==> config.mk <==
export PLATFORM = sky130hd
export DESIGN_NAME = shift_reg_ctrl_flat
export DESIGN_NICKNAME = d
export VERILOG_FILES = /design/src/rtl/shift_reg_ctrl_pkg.sv /design/src/rtl/shift_reg_ctrl_if.sv /design/src/rtl/shift_bit_counter.sv /design/src/rtl/shift_reg_ctrl.sv /design/src/flat_wrapper.sv
export SDC_FILE = /design/constraint.sdc
export NUM_CORES = 1
export LEC_CHECK = 0
export CORE_UTILIZATION = 43
export DETAILED_ROUTE_END_ITERATION = 8
export PLACE_DENSITY = 0.77
export SLEW_MARGIN = 20
export SYNTH_ARGS = -nofsm -noshare
export SYNTH_HDL_FRONTEND = slang
export SYNTH_HIERARCHICAL = 1
export SYNTH_SLANG_ARGS = --single-unit
==> constraint.sdc <==
create_clock -name clk -period 1.8 [get_ports clk]
set_input_delay 0.45 -clock clk [delete_from_list [all_inputs] [get_ports clk]]
set_output_delay 0.45 -clock clk [all_outputs]
set_load 0.05 [all_outputs]
==> src/rtl/shift_reg_ctrl_pkg.sv <==
// Shared types and helpers for the shift register controller.
package shift_ctrl_pkg;

  localparam int unsigned DEFAULT_WIDTH = 4;

  typedef enum logic [2:0] {
    StClear,
    StIdle,
    StLoad,
    StShift,
    StDone
  } state_e;

  // A length of zero or one larger than the word means "send the whole word".
  function automatic int unsigned clamp_len(input int unsigned len, input int unsigned width);
    return ((len == 0) || (len > width)) ? width : len;
  endfunction

endpackage

==> src/rtl/shift_reg_ctrl_if.sv <==
// Upstream word handshake and downstream serial-bit handshake.
interface shift_reg_ctrl_if
  import shift_ctrl_pkg::*;
#(
  parameter int unsigned WIDTH = DEFAULT_WIDTH,
  parameter int unsigned LEN_W = $clog2(WIDTH + 1)
) ();

  logic             in_valid;
  logic             in_ready;
  logic [WIDTH-1:0] in_data;
  logic [LEN_W-1:0] in_len;
  logic             ser_out;
  logic             ser_valid;
  logic             ser_ready;

  // Producer of words / consumer of bits.
  modport master (
    output in_valid, in_data, in_len, ser_ready,
    input  in_ready, ser_out, ser_valid
  );

  // The controller side.
  modport slave (
    input  in_valid, in_data, in_len, ser_ready,
    output in_ready, ser_out, ser_valid
  );

endinterface

==> src/rtl/shift_bit_counter.sv <==
// Counts accepted serial bits of the current frame and flags the final one.
module shift_bit_counter #(
  parameter int unsigned LEN_W = 3
) (
  input  logic             clk,
  input  logic             rst,
  input  logic             clr,
  input  logic             inc,
  input  logic [LEN_W-1:0] len,
  output logic             last
);

  logic [LEN_W-1:0] count_q, count_d;
  logic [LEN_W:0]   count_inc;

  // Next count: clear wins, saturate instead of wrapping.
  always_comb begin
    count_d = count_q;
    if (clr) begin
      count_d = '0;
    end else if (inc && (count_q != '1)) begin
      count_d = count_q + 1'b1;
    end
  end

  // Count register.
  always_ff @(posedge clk or negedge rst) begin
    if (!rst) begin
      count_q <= '0;
    end else begin
      count_q <= count_d;
    end
  end

  // One extra bit so the compare is exact when len equals the maximum count.
  assign count_inc = {1'b0, count_q} + {{LEN_W{1'b0}}, 1'b1};
  assign last      = (count_inc == {1'b0, len});

endmodule

==> src/rtl/shift_reg_ctrl.sv <==
// Sequences an external left shift register to send words MSB-first as a bit stream.
module shift_reg_ctrl
  import shift_ctrl_pkg::*;
#(
  parameter int unsigned WIDTH = DEFAULT_WIDTH,
  parameter int unsigned LEN_W = $clog2(WIDTH + 1)
) (
  input  logic             clk,
  input  logic             rst,
  shift_reg_ctrl_if.slave  bus,
  output logic             sr_clr,
  output logic             sr_load,
  output logic [WIDTH-1:0] sr_d,
  output logic             sr_shift_en,
  input  logic [WIDTH-1:0] sr_q,
  output logic             busy,
  output logic             done
);

  state_e           state_q, state_d;
  logic [WIDTH-1:0] data_q;
  logic [LEN_W-1:0] len_q;
  logic             accept;
  logic             bit_last;

  assign accept = (state_q == StIdle) && bus.in_valid;

  // State register; reset lands in StClear so the register gets a sync clear.
  always_ff @(posedge clk or negedge rst) begin
    if (!rst) begin
      state_q <= StClear;
    end else begin
      state_q <= state_d;
    end
  end

  // Next-state decode.
  always_comb begin
    state_d = state_q;
    unique case (state_q)
      StClear: state_d = StIdle;
      StIdle:  if (accept) state_d = StLoad;
      StLoad:  state_d = StShift;
      StShift: if (sr_shift_en && bit_last) state_d = StDone;
      StDone:  state_d = StIdle;
      default: state_d = StClear;
    endcase
  end

  // Capture the word and its effective length on acceptance.
  always_ff @(posedge clk or negedge rst) begin
    if (!rst) begin
      data_q <= '0;
      len_q  <= '0;
    end else if (accept) begin
      data_q <= bus.in_data;
      len_q  <= LEN_W'(clamp_len(32'(bus.in_len), WIDTH));
    end
  end

  shift_bit_counter #(
    .LEN_W (LEN_W)
  ) u_bit_counter (
    .clk  (clk),
    .rst  (rst),
    .clr  (sr_load),
    .inc  (sr_shift_en),
    .len  (len_q),
    .last (bit_last)
  );

  // Output decode from state plus downstream ready.
  always_comb begin
    sr_clr        = 1'b0;
    sr_load       = 1'b0;
    sr_d          = '0;
    sr_shift_en   = 1'b0;
    bus.in_ready  = 1'b0;
    bus.ser_valid = 1'b0;
    bus.ser_out   = sr_q[WIDTH-1];
    busy          = (state_q != StIdle);
    done          = 1'b0;
    unique case (state_q)
      StClear: sr_clr = 1'b1;
      StIdle:  bus.in_ready = 1'b1;
      StLoad: begin
        sr_load = 1'b1;
        sr_d    = data_q;
      end
      StShift: begin
        bus.ser_valid = 1'b1;
        sr_shift_en   = bus.ser_ready;
      end
      StDone:  done = 1'b1;
      default: sr_clr = 1'b1;
    endcase
  end

endmodule

==> src/flat_wrapper.sv <==
// flat-port wrapper written by rule: the top's interface ports become plain ports
module shift_reg_ctrl_flat import shift_ctrl_pkg::*;
#(
  parameter int unsigned WIDTH = DEFAULT_WIDTH,
  parameter int unsigned LEN_W = $clog2(WIDTH + 1)
)
  (clk, rst, sr_clr, sr_load, sr_d, sr_shift_en, sr_q, busy, done, bus_in_valid, bus_in_data, bus_in_len, bus_ser_ready, bus_in_ready, bus_ser_out, bus_ser_valid);
  shift_reg_ctrl_if #(.WIDTH(WIDTH), .LEN_W(LEN_W)) bus_i ();
  input  logic clk;
  input  logic rst;
  output logic sr_clr;
  output logic sr_load;
  output logic [WIDTH-1:0] sr_d;
  output logic sr_shift_en;
  input  logic [WIDTH-1:0] sr_q;
  output logic busy;
  output logic done;
  input wire logic [$bits(bus_i.in_valid)-1:0] bus_in_valid;
  input wire logic [$bits(bus_i.in_data)-1:0] bus_in_data;
  input wire logic [$bits(bus_i.in_len)-1:0] bus_in_len;
  input wire logic [$bits(bus_i.ser_ready)-1:0] bus_ser_ready;
  output wire logic [$bits(bus_i.in_ready)-1:0] bus_in_ready;
  output wire logic [$bits(bus_i.ser_out)-1:0] bus_ser_out;
  output wire logic [$bits(bus_i.ser_valid)-1:0] bus_ser_valid;
  assign bus_i.in_valid = bus_in_valid;
  assign bus_i.in_data = bus_in_data;
  assign bus_i.in_len = bus_in_len;
  assign bus_i.ser_ready = bus_ser_ready;
  assign bus_in_ready = bus_i.in_ready;
  assign bus_ser_out = bus_i.ser_out;
  assign bus_ser_valid = bus_i.ser_valid;
  shift_reg_ctrl #(.WIDTH(WIDTH), .LEN_W(LEN_W)) u_core (.clk(clk), .rst(rst), .bus(bus_i), .sr_clr(sr_clr), .sr_load(sr_load), .sr_d(sr_d), .sr_shift_en(sr_shift_en), .sr_q(sr_q), .busy(busy), .done(done));
endmodule
==> impl_metrics.toml <==
[floorplanning]
fp.dieH_um = 44.13
coreArea_um2 = 1577
die-width_um = 44.13
ios = 27
die_area_um2 = 1947
initial_core_util_pct = 48.41
rows = 14

[sta]
finalCritPeriodShare_pct = 101.2
relSlewSlack_pct = 64.52
finalSetupViolations = 5
fin_skew_ps = 3.509
holdWs_ps = 519.2
fmax_ghz = 0.5491
final_max_slew_viol_count = 0
grt_setup_unrepaired = "true"
finalHoldViolations = 0
fin_ws_ps = -21.21
setup_tns_ps = -101.1
finalCriticalPeriod_ps = 1821
worst_pin_slew_ps = 530.5

[global_route]
grt_overflow = 0
grt_usage_pct = 17.30
grt_pass1_vias = 558
grt_pass1_wl_mm = 2.428
antenna_found_initial = 0
grt_max_degree = 14

[clock_network]
tritoncts = "done"
clock_path_buffers = 2
postCtsHoldBufs = 0
clock_sink_count = 13
clkSlewWorstSetupHoldPaths_ps = 70
clock_latency_ps = 270
h-tree-depth = 1
cts_made_buffers = 3
clockRootBuffer = "clkbuf_4"

[critical_path]
cp-end-kind = "output port"
r2r_cells = 6
worst_path_dominant_cell_family = "simple AND/OR/NAND/NOR gates"
timing.critical_path.buf_inv = 1
r2r_slack_ps = 70
crit_required_ps = 1350
cp.arrival_ps = 1370
worstSetupPathType = "flop to output port"
r2r-end = "u_core/state_q[0]"
cp_slowest_stage_delay_ps = 450
cp_slowest_cell = "dfrtp_2"
cp-start-kind = "flop"
path_cells = "nor3b_4 -> and2_4 -> buf_12"
r2r-start = "u_core/u_bit_counter/count_q[0]"
worst-path-max-fanout = 6

[detailed_routing]
drt-initial-drc-count = 10
drtAntennaViolNets = 0
via_per_inst = 5.162
drc = 0
wl_per_cell_um = 13.14
firstDrtPassIters = 6
num_vias = 573
routed_wl_mm = 1.458

[run_status]
violations = "negative setup slack"
status = "finished with violations"

[pwr]
p_per_area_nw_per_um2 = 1572
peakVddDrop_mv = 0.8268
p_leak_nw = 0.5535

[placed_design]
dp_cells = 102
gp_congestion = 0.8023
post_dp_cell_area_um2 = 1120
numPortBuffers = 21
place_hpwl_um = 990.6

[yosys]
synth_warnings = 6
synth_cells = 65
yosys.area.top_type = "dfrtp_1"
synth_top_area_share_pct = 42.62
synth_area_leaders = "dfrtp_1, mux2_4, mux2i_1"
ys_types = 25
syn_avg_cell_area_um2 = 11.74
synth_area_um2 = 763.2
ys_seq_area_share_pct = 42.62
synth-seq-cells = 13
syn_nets = 83

[finish]
register_area_um2 = 329.1
final_nets = 114
final_area_um2 = 1209
syn_to_final_growth_pct = 58.36
mostFrequentLayoutCells = "buf_12, clkdlybuf4s50_1, dfrtp_1"
diodes = 0
layout_commonest_cell = "buf_12"
nFillCells = 108
layout-drive-gt1-share_pct = 47.37
multiInputGateArea_um2 = 426.7
final_cells = 111

[hold_path]
hold_path.class = "flop to flop"
hold_depth = 1
hold_start = "u_core/data_q[2]"
min_to = "u_core/data_q[2]"

[run]
cap_violations = 0
==> kinds of logic after synthesis <==
group | count (synthesis) | synth area share (%)
fa+ha+maj | 3 | 4.919
compound gates | 4 | 3.443
buf+inv | 7 | 5.901
xor+xnor | 3 | 3.443
mux | 10 | 17.05
simple gates | 25 | 22.62
flops | 13 | 42.62
==> final cells by class <==
class,count,share of cell area (%)
inverter,3,0.9317
timing repair buffer,30,32.71
sequential,13,27.23
tap,16,1.656
clock buffer,4,2.174
multi-input combinational,45,35.30
==> how the worst max path moves through the flow <==
stage | cells past startpoint | endpoint | slack, ps | start
finish | 3 | sr_d[0] | -20 | u_core/state_q[0]
detailed placement | 5 | u_core/len_q[0] | -50 | bus_in_len[1]
floorplan | 3 | sr_d[0] | -250 | u_core/state_q[0]
global route | 3 | sr_d[0] | -90 | u_core/state_q[0]
CTS | 3 | sr_d[0] | -40 | u_core/state_q[0]
global placement | 5 | u_core/len_q[0] | -20 | bus_in_len[1]
==> synth_stat cells <==
cell type / n
and4_1: 1
mux2_4: 6
nor3_2: 1
and4_2: 1
nor3_1: 2
xor2_1: 3
a21oi_1: 2
and3_1: 1
buf_6: 1
nand2b_4: 1
or2_2: 2
and4bb_1: 1
buf_4: 3
nor3b_1: 2
nor2_1: 3
inv_1: 3
ha_1: 3
and2b_2: 1
o21a_1: 1
dfrtp_1: 13
a311oi_1: 1
mux2i_1: 4
nand2_1: 1
nor2b_1: 2
and2_1: 6
==> state kept, by name (all words and copies together) (netlist names) <==
signal                        count
u_core/data_q                     4
u_core/len_q                      3
u_core/state_q                    3
u_core/u_bit_counter/count_q      3
==> metal layers <==
layer	vias up	wire (um)	GRT usage, %
met5	-	0	0
met4	0	0	6.667
met3	0	83	3.265
met2	21	777	30.00
met1	273	598	21.22
li1	279	-	-
==> power breakdown <==
group / internal, mW / total [mW] / leakage, nW / switching [mW]
clock network: 0.0857 / 0.169 / 0.0150 / 0.0828
logic: 0.644 / 1.20 / 0.386 / 0.554
registers: 0.426 / 0.534 / 0.152 / 0.109
total: 1.16 / 1.90 / 0.554 / 0.745
==> stage by stage <==
| step | setup WS [ps] | total power, mW | utilization [%] |
|---|---|---|---|
| final | -21.21 | 1.901 | 76.67 |
| after global routing | -91.36 | 2.001 | 76.67 |
| after CTS | -37.01 | 1.889 | 76.19 |
| after detailed placement | -46.64 | 1.637 | 71.03 |
| after global placement | -16.93 | 1.609 | 71.03 |
| after floorplan | -246.4 | 1.236 | - |
==> what timing repair did <==
| action | CTS | global route |
|---|---|---|
| pin swaps | 3 | 1 |
| resized for setup | 10 | 0 |
| endpoints found under the setup margin | 9 | 10 |
| hold endpoints to repair | 0 | 0 |
| setup buffers | 4 | 1 |
(Power assumes the default switching activity.)
